<file path="config.mk">
export PLATFORM = sky130hd
export DESIGN_NAME = mem_byte_sequencer_flat
export DESIGN_NICKNAME = d
export VERILOG_FILES = /design/src/rtl/mem_byte_sequencer_if.sv /design/src/rtl/mem_byte_sequencer.sv /design/src/flat_wrapper.sv
export SDC_FILE = /design/constraint.sdc
export NUM_CORES = 1
export LEC_CHECK = 0
export CAP_MARGIN = 5
export CORE_MARGIN = 2
export CORE_UTILIZATION = 35
export CTS_CLUSTER_DIAMETER = 150
export CTS_CLUSTER_SIZE = 28
export DETAILED_ROUTE_END_ITERATION = 10
export GPL_ROUTABILITY_DRIVEN = 0
export PLACE_DENSITY = 0.62
export RECOVER_POWER = 100
export SYNTH_ARGS = -nofsm -noshare
export SYNTH_HDL_FRONTEND = slang
export SYNTH_SLANG_ARGS = --single-unit
</file>
<file path="constraint.sdc">
create_clock -name clk -period 5.5 [get_ports clk]
set_clock_uncertainty 0.05 [all_clocks]
set_input_delay 1.1 -clock clk [delete_from_list [all_inputs] [get_ports clk]]
set_output_delay 1.1 -clock clk [all_outputs]
set_load 0.01 [all_outputs]
</file>
<file path="src/rtl/mem_byte_sequencer_if.sv">
// Bundle of the core-side load/store request and the byte-wide memory port.
// The sequencer attaches through the slave modport; the core/memory side uses master.
interface mem_byte_sequencer_if #(
   parameter int unsigned ADDR_WIDTH = 32,
   parameter int unsigned DATA_WIDTH = 32
);
   logic                  req_valid;
   logic                  req_write;
   logic [1:0]            byte_sel;
   logic                  mem_extend;
   logic [ADDR_WIDTH-1:0] addr;
   logic [DATA_WIDTH-1:0] wdata;
   logic                  stall;
   logic                  done;
   logic                  misaligned;
   logic [DATA_WIDTH-1:0] rdata;
   logic                  mem_req;
   logic                  mem_we;
   logic [ADDR_WIDTH-1:0] mem_addr;
   logic [7:0]            mem_wdata;
   logic [7:0]            mem_rdata;
   logic                  mem_ack;

   modport slave (
      input  req_valid, req_write, byte_sel, mem_extend, addr, wdata, mem_rdata, mem_ack,
      output stall, done, misaligned, rdata, mem_req, mem_we, mem_addr, mem_wdata
   );

   modport master (
      output req_valid, req_write, byte_sel, mem_extend, addr, wdata, mem_rdata, mem_ack,
      input  stall, done, misaligned, rdata, mem_req, mem_we, mem_addr, mem_wdata
   );
endinterface

</file>
<file path="src/rtl/mem_byte_sequencer.sv">
// Splits a byte/halfword/word load or store into single-byte memory transactions,
// assembles and extends load data, and stalls the core until the access completes.
module mem_byte_sequencer #(
   parameter int unsigned ADDR_WIDTH = 32,
   parameter int unsigned DATA_WIDTH = 32
) (
   input logic                 clk,
   input logic                 rst_n,
   mem_byte_sequencer_if.slave bus
);

   localparam logic [1:0] StIdle = 2'd0;
   localparam logic [1:0] StXfer = 2'd1;
   localparam logic [1:0] StDone = 2'd2;

   localparam logic [1:0] SelHalf = 2'b01;
   localparam logic [1:0] SelByte = 2'b10;

   logic [1:0]            state_q, state_d;
   logic                  write_q, write_d;
   logic                  extend_q, extend_d;
   logic [1:0]            last_q, last_d;
   logic [ADDR_WIDTH-1:0] addr_q, addr_d;
   logic [DATA_WIDTH-1:0] wdata_q, wdata_d;
   logic [1:0]            k_q, k_d;
   logic [DATA_WIDTH-1:0] asm_q, asm_d;
   logic                  err_q, err_d;
   logic [DATA_WIDTH-1:0] rdata_q, rdata_d;

   logic                  sel_half;
   logic                  sel_byte;
   logic [1:0]            req_last;
   logic                  req_misaligned;

   // last_q holds the index of the final byte: 0 = byte, 1 = halfword, 3 = word.
   function automatic logic [DATA_WIDTH-1:0] extend_load(input logic [1:0]            last,
                                                         input logic                  sx,
                                                         input logic [DATA_WIDTH-1:0] a);
      logic [DATA_WIDTH-1:0] r;
      case (last)
         2'd0:    r = {{(DATA_WIDTH-8){sx & a[7]}}, a[7:0]};
         2'd1:    r = {{(DATA_WIDTH-16){sx & a[15]}}, a[15:0]};
         default: r = a;
      endcase
      return r;
   endfunction

   // byte_sel 11 decodes as a word access.
   assign sel_half       = (bus.byte_sel == SelHalf);
   assign sel_byte       = (bus.byte_sel == SelByte);
   assign req_last       = sel_byte ? 2'd0 : (sel_half ? 2'd1 : 2'd3);
   assign req_misaligned = sel_half ? bus.addr[0] : (!sel_byte && (bus.addr[1:0] != 2'b00));

   always_comb begin
      state_d  = state_q;
      write_d  = write_q;
      extend_d = extend_q;
      last_d   = last_q;
      addr_d   = addr_q;
      wdata_d  = wdata_q;
      k_d      = k_q;
      asm_d    = asm_q;
      err_d    = err_q;
      rdata_d  = rdata_q;

      case (state_q)
         StIdle: begin
            if (bus.req_valid) begin
               write_d  = bus.req_write;
               extend_d = bus.mem_extend;
               last_d   = req_last;
               addr_d   = bus.addr;
               wdata_d  = bus.wdata;
               k_d      = 2'd0;
               asm_d    = '0;
               err_d    = req_misaligned;
               if (req_misaligned) begin
                  rdata_d = '0;
                  state_d = StDone;
               end else begin
                  state_d = StXfer;
               end
            end
         end
         StXfer: begin
            if (bus.mem_ack) begin
               if (!write_q) begin
                  asm_d[{k_q, 3'b000} +: 8] = bus.mem_rdata;
               end
               if (k_q == last_q) begin
                  // Result is registered here so it stays put until the next access ends.
                  rdata_d = write_q ? '0 : extend_load(last_q, extend_q, asm_d);
                  state_d = StDone;
               end else begin
                  k_d = k_q + 2'd1;
               end
            end
         end
         StDone: begin
            state_d = StIdle;
         end
         default: begin
            state_d = StIdle;
         end
      endcase
   end

   always_ff @(posedge clk or negedge rst_n) begin
      if (!rst_n) begin
         state_q  <= StIdle;
         write_q  <= 1'b0;
         extend_q <= 1'b0;
         last_q   <= 2'd0;
         addr_q   <= '0;
         wdata_q  <= '0;
         k_q      <= 2'd0;
         asm_q    <= '0;
         err_q    <= 1'b0;
         rdata_q  <= '0;
      end else begin
         state_q  <= state_d;
         write_q  <= write_d;
         extend_q <= extend_d;
         last_q   <= last_d;
         addr_q   <= addr_d;
         wdata_q  <= wdata_d;
         k_q      <= k_d;
         asm_q    <= asm_d;
         err_q    <= err_d;
         rdata_q  <= rdata_d;
      end
   end

   assign bus.stall      = rst_n && (((state_q == StIdle) && bus.req_valid) ||
                                     (state_q == StXfer));
   assign bus.done       = (state_q == StDone);
   assign bus.misaligned = (state_q == StDone) && err_q;
   assign bus.rdata      = rdata_q;
   assign bus.mem_req    = (state_q == StXfer);
   assign bus.mem_we     = (state_q == StXfer) && write_q;
   assign bus.mem_addr   = addr_q + ADDR_WIDTH'(k_q);
   assign bus.mem_wdata  = wdata_q[{k_q, 3'b000} +: 8];

   a_req_held: assert property (@(posedge clk) disable iff (!rst_n)
      (bus.mem_req && !bus.mem_ack) |=> (bus.mem_req && $stable(bus.mem_addr) &&
                                         $stable(bus.mem_we) && $stable(bus.mem_wdata)));

   a_done_pulse: assert property (@(posedge clk) disable iff (!rst_n)
      bus.done |=> !bus.done);

endmodule

</file>
<file path="src/flat_wrapper.sv">
// flat-port wrapper written by rule: the top's interface ports become plain ports
module mem_byte_sequencer_flat 
#(
   parameter int unsigned ADDR_WIDTH = 32,
   parameter int unsigned DATA_WIDTH = 32
)
  (clk, rst_n, bus_req_valid, bus_req_write, bus_byte_sel, bus_mem_extend, bus_addr, bus_wdata, bus_mem_rdata, bus_mem_ack, bus_stall, bus_done, bus_misaligned, bus_rdata, bus_mem_req, bus_mem_we, bus_mem_addr, bus_mem_wdata);
  mem_byte_sequencer_if #(.ADDR_WIDTH(ADDR_WIDTH), .DATA_WIDTH(DATA_WIDTH)) bus_i ();
  input logic clk;
  input logic rst_n;
  input wire logic [$bits(bus_i.req_valid)-1:0] bus_req_valid;
  input wire logic [$bits(bus_i.req_write)-1:0] bus_req_write;
  input wire logic [$bits(bus_i.byte_sel)-1:0] bus_byte_sel;
  input wire logic [$bits(bus_i.mem_extend)-1:0] bus_mem_extend;
  input wire logic [$bits(bus_i.addr)-1:0] bus_addr;
  input wire logic [$bits(bus_i.wdata)-1:0] bus_wdata;
  input wire logic [$bits(bus_i.mem_rdata)-1:0] bus_mem_rdata;
  input wire logic [$bits(bus_i.mem_ack)-1:0] bus_mem_ack;
  output wire logic [$bits(bus_i.stall)-1:0] bus_stall;
  output wire logic [$bits(bus_i.done)-1:0] bus_done;
  output wire logic [$bits(bus_i.misaligned)-1:0] bus_misaligned;
  output wire logic [$bits(bus_i.rdata)-1:0] bus_rdata;
  output wire logic [$bits(bus_i.mem_req)-1:0] bus_mem_req;
  output wire logic [$bits(bus_i.mem_we)-1:0] bus_mem_we;
  output wire logic [$bits(bus_i.mem_addr)-1:0] bus_mem_addr;
  output wire logic [$bits(bus_i.mem_wdata)-1:0] bus_mem_wdata;
  assign bus_i.req_valid = bus_req_valid;
  assign bus_i.req_write = bus_req_write;
  assign bus_i.byte_sel = bus_byte_sel;
  assign bus_i.mem_extend = bus_mem_extend;
  assign bus_i.addr = bus_addr;
  assign bus_i.wdata = bus_wdata;
  assign bus_i.mem_rdata = bus_mem_rdata;
  assign bus_i.mem_ack = bus_mem_ack;
  assign bus_stall = bus_i.stall;
  assign bus_done = bus_i.done;
  assign bus_misaligned = bus_i.misaligned;
  assign bus_rdata = bus_i.rdata;
  assign bus_mem_req = bus_i.mem_req;
  assign bus_mem_we = bus_i.mem_we;
  assign bus_mem_addr = bus_i.mem_addr;
  assign bus_mem_wdata = bus_i.mem_wdata;
  mem_byte_sequencer #(.ADDR_WIDTH(ADDR_WIDTH), .DATA_WIDTH(DATA_WIDTH)) u_core (.clk(clk), .rst_n(rst_n), .bus(bus_i));
endmodule
</file>
==> key figures, run 1 <==
Yosys
  • Netlist cell types: 60
  • Ys Warns: 0
  • Synthesized area per cell: ~10 um^2
  • Flops & latches, synth: 137
  • Post-Syn Area: roughly 6700 um^2
  • Post-synthesis sequential area ratio: 0.509
  • Syn Inst Count: 674
  • Asr flop ratio synth: 1.00
  • EDFF count, synth: 0
  • Syn Nets: around 760
  • Ys flop type: dfrtp_1

Setup path
  • Crit-path cells: dlygate4sd3_1 -> nor3b_1 -> clkbuf_1 -> o21ai_0
  • Worst path required time: 5580 ps
  • WP data arrival: 4600 ps
  • Worst setup SP type: input port
  • CP Depth: 4
  • Critical path type: input port to flop
  • CP Buf/Inv Count: 2
  • Worst r2r path cells: 6
  • Top delay family on crit path: buffers and inverters
  • Crit-path max FO: 76
  • CP Capture Type: flop
  • Worst r2r dst: u_core.bus.rdata[6]
  • CP max-delay cell: clkbuf_1
  • R2R setup slack: 1670 ps
  • CP peak stage delay: 2340 ps
  • Reg2reg start: u_core.k_q[0]

Clock network
  • Clk sinks: between 100 and 150
  • CTS tree: built
  • Num CTS Buffers: 17
  • Worst-path clk slew: 60 ps
  • Clk buf depth: 2
  • CTS Hold Bufs: 0
  • H-tree levels: 4
  • Post-CTS Resized: 0
  • Postcts setup bufs: 0
  • Clock root cell: clkbuf_16
  • Clock Latency Late Sink: slightly above 400 ps

STA
  • Fin crit period: 4510 ps
  • Final hold viol count: 0
  • Fmax: roughly 0.22 GHz
  • Slew Viols, Final: 172
  • Setup Total Neg Slack: 0 ps
  • RSZ-0062 raised after global routing: no
  • Worst-Margin Slew: roughly 3300 ps
  • Final Cycle Share: 0.821
  • Rel. slew slack: -1.18
  • Final Setup Violations: 0

Route
  • WL per Instance: roughly 17 um
  • Final ANT Viol Nets: 0
  • DRC: 0
  • DR vias/cell: roughly 5.1
  • Initial DRT Pass Iterations: 5
  • Final wirelength: between 15,000 and 20,000 um
  • Vias: around 5,400
  • Number of DRC markers in iteration 0: 319

Die
  • Io pins: approximately 160
  • Die Wd: 143 um
  • Die area: approximately 20,000 um^2
  • Core area: about 19,000 um^2
  • Num rows: 50
  • Initial core utilization: 0.359
  • Floorplan die height: about 140 um

Power
  • Worst-case vdd ir drop: 225 uV
  • Leakage dissipation: roughly 4.2 nW
  • Pwr per Cell Area: between 500 and 600 nW/um^2

Global routing
  • Antenna violations before repair: 1
  • Number of global-route vias before repair: between 5,000 and 6,000
  • Largest net degree at the start of global routing: 77
  • First-pass GRT wire length: 28,300 um
  • GR Util All Layers: 0.178
  • Grt total ovfl: 0

Worst hold path
  • Hold Path End: u_core.wdata_q[10]
  • HP Class: flop to flop
  • Hold depth: 2
  • Beginning of the worst hold path: u_core.wdata_q[10]

Layout
  • Layout cells sized above 1: 0.0713
  • Final Util: 0.479
  • Final #Nets: approximately 900
  • Area Overhead vs Synth: 33.5%

Place
  • IO buf count: about 160
  • Post-DP HPWL: 12,200 um

Job
  • Max-cap violations: 3

Run status
  • Failing checks: capacitance limit, slew limit
  • Outcome: complete, but fails checks
-- cells in the mapped netlist, types with 2 or more instances --
cell      instances  area (um^2)
buf_2            10         50.1
a211o_1           2         17.5
nor4_1            3         18.8
a22o_1           41          359
and4_1            3         26.3
nor2_1           16         60.1
and2_1            3         18.8
xnor2_1          12          105
dfrtp_1         137         3430
buf_6             4         45.0
buf_1             6         22.5
buf_4             2         15.0
o21ai_0          17         85.1
a21oi_1           3         15.0
nor4_2            5         62.6
xor2_1           19          166
and3_1            2         12.5
o22ai_1           2         12.5
inv_2             2         7.51
nand2_1         213          800
nor4_4            2         42.5
mux2_2            6         67.6
mux4_2            8          180
nor2b_1           4         25.0
nand3_1          10         50.1
nand4_1           7         43.8
o221ai_1          8         70.1
nand2b_1          5         31.3
a22oi_1          14          105
nor3_1           17         85.1
clkbuf_1         18         67.6
inv_1            22         82.6
ha_1              9          113
a221o_1          16          160
-- sequential cells by signal, indices dropped and copies added, names as in the netlist --
register and count:
u_core.bus.rdata 32, u_core.err_q 1, u_core.addr_q 32, u_core.write_q 1, u_core.k_q 2, u_core.wdata_q 32
u_core.last_q 2, u_core.extend_q 1, u_core.asm_q 32, u_core.state_q 2
-- layer usage --
metal | wire [um] | GRT usage | up-vias | share of wire
met1 | 8360 | 0.252 | 2655 | 0.47
met2 | 8550 | 0.276 | 132 | 0.48
met5 | 0 | 0 | - | 0
li1 | - | - | 2614 | -
met4 | 167 | 0.0469 | 0 | 0.0093
met3 | 875 | 0.0386 | 10 | 0.049
-- area by class of cell --
type	instances	area, um^2
Clock inverter	11	169
Multi-Input combinational cell	471	2930
Timing Repair Buffer	161	1590
Fill cell	1795	9790
Clock buffer	21	470
Antenna cell	1	2.50
Sequential cell	137	3430
Inverter	26	100
Tap cell	234	293
-- how the worst max path moves through the flow --
| stage | startpoint | endpoint |
|---|---|---|
| floorplan | u_core.k_q[0] | bus_mem_addr[26] |
| detailed placement | bus_req_valid | bus_stall |
| finish | bus_req_valid | u_core.last_q[0] |
| global placement | bus_req_valid | bus_stall |
| CTS | u_core.k_q[0] | bus_mem_addr[28] |
| global route | bus_req_valid | u_core.addr_q[1] |
-- through the flow --
step | cell area [um^2] | power [mW] | setup slack (ps) | hold WS [ps] | instances
finish | 8980 | 4.73 | 987 | 422 | 1062
global route | 8980 | 5.04 | 386 | 441 | 1062
CTS | 9070 | 4.89 | 972 | 423 | 1061
detailed placement | 8430 | 3.65 | 1380 | 408 | 1029
global placement | 8430 | 3.63 | 1320 | 402 | 1029
floorplan | 6730 | 2.77 | 2090 | 390 | 674
-- worst min-delay path: cells and delay by family (launching register included) --
| kind | cells | cell delay [ps] |
|---|---|---|
| DFF | 1 | 340 |
| and+or+nand+nor | 2 | 110 |
-- layout by cell type, fill, tap and decap left out, types with 10 or more instances in the layout --
| cell | instances |
|---|---|
| dlygate4sd3_1 | 73 |
| clkdlybuf4s50_1 | 82 |
| xnor2_1 | 12 |
| nand2_1 | 214 |
| xor2_1 | 19 |
| dfrtp_1 | 137 |
| a22oi_1 | 14 |
| o21ai_0 | 17 |
| clkbuf_16 | 17 |
| nand3_1 | 10 |
| a22o_1 | 41 |
| nor2_1 | 16 |
| nor3_1 | 17 |
| inv_1 | 23 |
| a221o_1 | 16 |
-- power by group --
| part | total [mW] | switching [mW] | leakage, nW | internal [mW] |
|---|---|---|---|---|
| Combinational | 1.87 | 1.00 | 2.14 | 0.872 |
| Sequential | 1.63 | 0.285 | 1.79 | 1.35 |
| Clock | 1.22 | 0.425 | 0.301 | 0.794 |
-- kinds of logic (layout without fill, tap and decap cells) --
| kind of cell | Yosys count | count (layout) | share of synthesized area |
|---|---|---|---|
| buffers and inverters | 66 | 219 | 0.0446 |
| XOR/XNOR | 32 | 32 | 0.0428 |
| AO/OA/AOI/OAI | 111 | 111 | 0.136 |
| AND/OR/NAND/NOR | 302 | 302 | 0.207 |
| other | 0 | 1 | 0 |
| multiplexers | 16 | 16 | 0.0405 |
| adder cells (fa/ha/maj) | 10 | 10 | 0.0197 |
| flip-flops | 137 | 137 | 0.509 |
No activity file was read; power rests on OpenSTA's default activity.
==> inputs of run 2 (changes only) <==
--- a/config.mk
+++ b/config.mk
@@ -12,7 +12,7 @@
 export CTS_CLUSTER_SIZE = 28
 export DETAILED_ROUTE_END_ITERATION = 10
 export GPL_ROUTABILITY_DRIVEN = 0
-export PLACE_DENSITY = 0.62
+export PLACE_DENSITY = 0.65
 export RECOVER_POWER = 100
 export SYNTH_ARGS = -nofsm -noshare
 export SYNTH_HDL_FRONTEND = slang
==> constraint.sdc (replaced) <==
create_clock -name clk -period 3.9 [get_ports clk]
set_clock_uncertainty 0.05 [all_clocks]
set_input_delay 0.78 -clock clk [delete_from_list [all_inputs] [get_ports clk]]
set_output_delay 0.78 -clock clk [all_outputs]
set_load 0.01 [all_outputs]
==> run 2 against run 1 <==
The flow still finishes with violations (capacitance limit, slew limit). Worst hold slack is essentially flat. Worst setup slack got worse by 840 ps. Clock power increased by 27%. Total power grew 39%. Combinational power grew 44%. Global-route usage decreased by 0.076 points. Flip-flop and latch count unchanged. Clock-buffer cell count is the same. Die area unchanged. Critical path depth up 4. Cell count increased by 0.56%.
==> key figures, run 2 (synthesis results as in run 1) <==
Die
  • Num rows: 50 (unchanged)
  • Io pins: 157 (unchanged)
  • Floorplan die height: 143 um (unchanged)
  • Initial core utilization: 0.359 (unchanged)
  • Die area: 20,400 um^2 (unchanged)
  • Core area: 18,800 um^2 (unchanged)
  • Die Wd: 143 um (unchanged)

Global routing
  • Number of global-route vias before repair: 5,255 (+0.057%)
  • GR Util All Layers: 0.177 (-0.000758)
  • Antenna violations before repair: 0 (-1)
  • Largest net degree at the start of global routing: 77 (unchanged)
  • Grt total ovfl: 0 (unchanged)
  • First-pass GRT wire length: 28,200 um (-0.41%)

Power
  • Design Power: 6.55 mW (+39%)
  • Leakage dissipation: 4.28 nW (+0.92%)
  • Pwr per Cell Area: 725 nW/um^2 (+38%)
  • Worst-case vdd ir drop: 365 uV (+62%)

Layout
  • Most frequent cells in the layout: nand2_1 (213), dfrtp_1 (137), clkdlybuf4s50_1 (100), dlygate4sd3_1 (53), a22o_1 (41)
  • Final #Nets: 911 (+0.77%)
  • Antenna fix cells: 0 (-1)
  • Layout cells sized above 1: 0.0935 (+0.0222)
  • Fin cells: 1,068 (+0.56%)
  • Area Overhead vs Synth: 34.3%
  • Final Util: 0.482 (+0.00313)
  • Final Cell Area: 9040 um^2 (+0.65%)
  • Commonest non-fill, non-tap cell in the layout: nand2_1

STA
  • Slew Viols, Final: 99 (-42%)
  • Final Cycle Share: 0.963
  • Fin crit period: between 3000 and 4000 ps
  • Final hold viol count: 0 (unchanged)
  • RSZ-0062 raised after global routing: yes
  • Fmax: approximately 0.27 GHz
  • Rel. slew slack: -0.139 (+1.04)
  • Final Setup Violations: 0 (unchanged)
  • Setup Total Neg Slack: 0 ps (unchanged)
  • Worst-Margin Slew: 1710 ps (-1560 ps)

Setup path
  • Crit-path cells: ha_1 -> inv_1 -> fa_1 -> and4b_2 -> nand3_4 -> nor4_2 -> xor2_1 -> clkdlybuf4s50_1
  • Critical path type: flop to primary output
  • CP max-delay cell: clkdlybuf4s50_1
  • CP Launch Point: u_core.k_q[0]
  • Worst path required time: 3070 ps (-2510 ps)
  • CP peak stage delay: 550 ps (-1790 ps)
  • Reg2reg start: u_core.k_q[0]
  • Worst setup SP type: flop
  • Crit-path max FO: 11 (-86%)
  • WP data arrival: 2930 ps (-1670 ps)
  • CP Capture Type: primary output

Route
  • Initial DRT Pass Iterations: 5 (unchanged)
  • WL per Instance: 16.7 um (-1.3%)
  • Vias: 5,439 (+0.52%)
  • Final ANT Viol Nets: 0 (unchanged)
  • Final wirelength: 17,800 um (-0.74%)
  • DR vias/cell: 5.09 (about the same)
  • Number of DRC markers in iteration 0: 325 (+1.9%)
  • DRC: 0 (unchanged)

Run status
  • Failing checks: capacitance limit, slew limit
  • Outcome: complete, but fails checks

Clock network
  • H-tree levels: 4 (unchanged)
  • Clk sinks: 137 (unchanged)
  • Clock root cell: clkbuf_16
  • Clk buf depth: 2 (unchanged)
  • CTS tree: built
  • Postcts setup bufs: 0 (unchanged)
  • Num CTS Buffers: 17 (unchanged)
  • Worst-path clk slew: 60 ps (about the same)
  • Clock Latency Late Sink: 410 ps (about the same)

Place
  • Post-DP HPWL: 12,300 um (+0.67%)
  • Placed insts: 1,036 (+0.68%)
  • DP Area: 8490 um^2 (+0.77%)
  • IO buf count: 156 (unchanged)

Job
  • Max-cap violations: 3 (unchanged)

Worst hold path
  • HP Class: flop to flop
  • Beginning of the worst hold path: u_core.wdata_q[5]
## run 2: cell count changes in the layout (fill, tap and decap cells not counted), sizes merged
cell           change
clkinvlp           -1
clkbuf             +3
dlymetal6s2s       +2
buf                +4
diode              -1
inv                +1
bufinv             -3
dlygate4sd3       -20
clkdlybuf4s50     +18
clkinv             +3
## run 2: metal layers
metal | track usage | part of all wire | wire (um) | up-vias
met5 | 0 | 0 | 0 | -
met3 | 0.0382 | 0.057 | 1010 | 12
li1 | - | - | - | 2640
met2 | 0.273 | 0.46 | 8240 | 155
met4 | 0.0563 | 0.012 | 215 | 0
met1 | 0.249 | 0.47 | 8340 | 2632
## run 2: path summary, 6_finish.rpt
| path | to | depth (start not counted) | slack, ps |
|---|---|---|---|
| setup / recovery | bus_mem_addr[26] | 8 | 140 |
| hold / removal | u_core.wdata_q[5] | 2 | 420 |
| setup reg to reg | u_core.asm_q[30] | 6 | 620 |
| hold reg to reg | u_core.wdata_q[5] | 2 | 420 |
| max in group asynchronous | u_core.bus.rdata[20] | 3 | 940 |
| min in group asynchronous | u_core.bus.rdata[11] | 2 | 930 |
## run 2: cell type report
cell class / instances / area, um^2
clock buffer: 21 / 480
clock inverter: 11 / 95.1
fill: 1773 / 9730
inverter: 26 / 100
multi-input combinational: 471 / 3000
sequential: 137 / 3430
tap: 234 / 293
timing repair buffer: 168 / 1640
## run 2: repair_timing
action                     in CTS  in global routing
pin swaps                       0                  1
setup endpoints to repair      10                  7
hold buffers                    0                  0
gates cloned                    0                  0
resized for setup               4                  6
## run 2: worst max-delay path: cells and delay by family, from the launching register on
kind	cells	cell delay, ps
buffers and inverters	2	600
AND/OR/NAND/NOR	3	810
XOR/XNOR	1	170
flip-flops	1	340
adder cells (fa/ha/maj)	2	590
## run 2: per-stage QoR
stage | worst slack, ps | hold slack [ps]
detailed placement | 186 | 411
global route | -19.1 | 446
global placement | 261 | 403
CTS | 46.3 | 427
finish | 145 | 422
floorplan | 806 | 390
## run 2: power by group
group / internal (mW) / total (mW) / switching [mW]
registers: 1.90 / 2.31 / 0.410
clock network: 0.942 / 1.55 / 0.611
logic: 1.27 / 2.69 / 1.42
total: 4.11 / 6.55 / 2.44
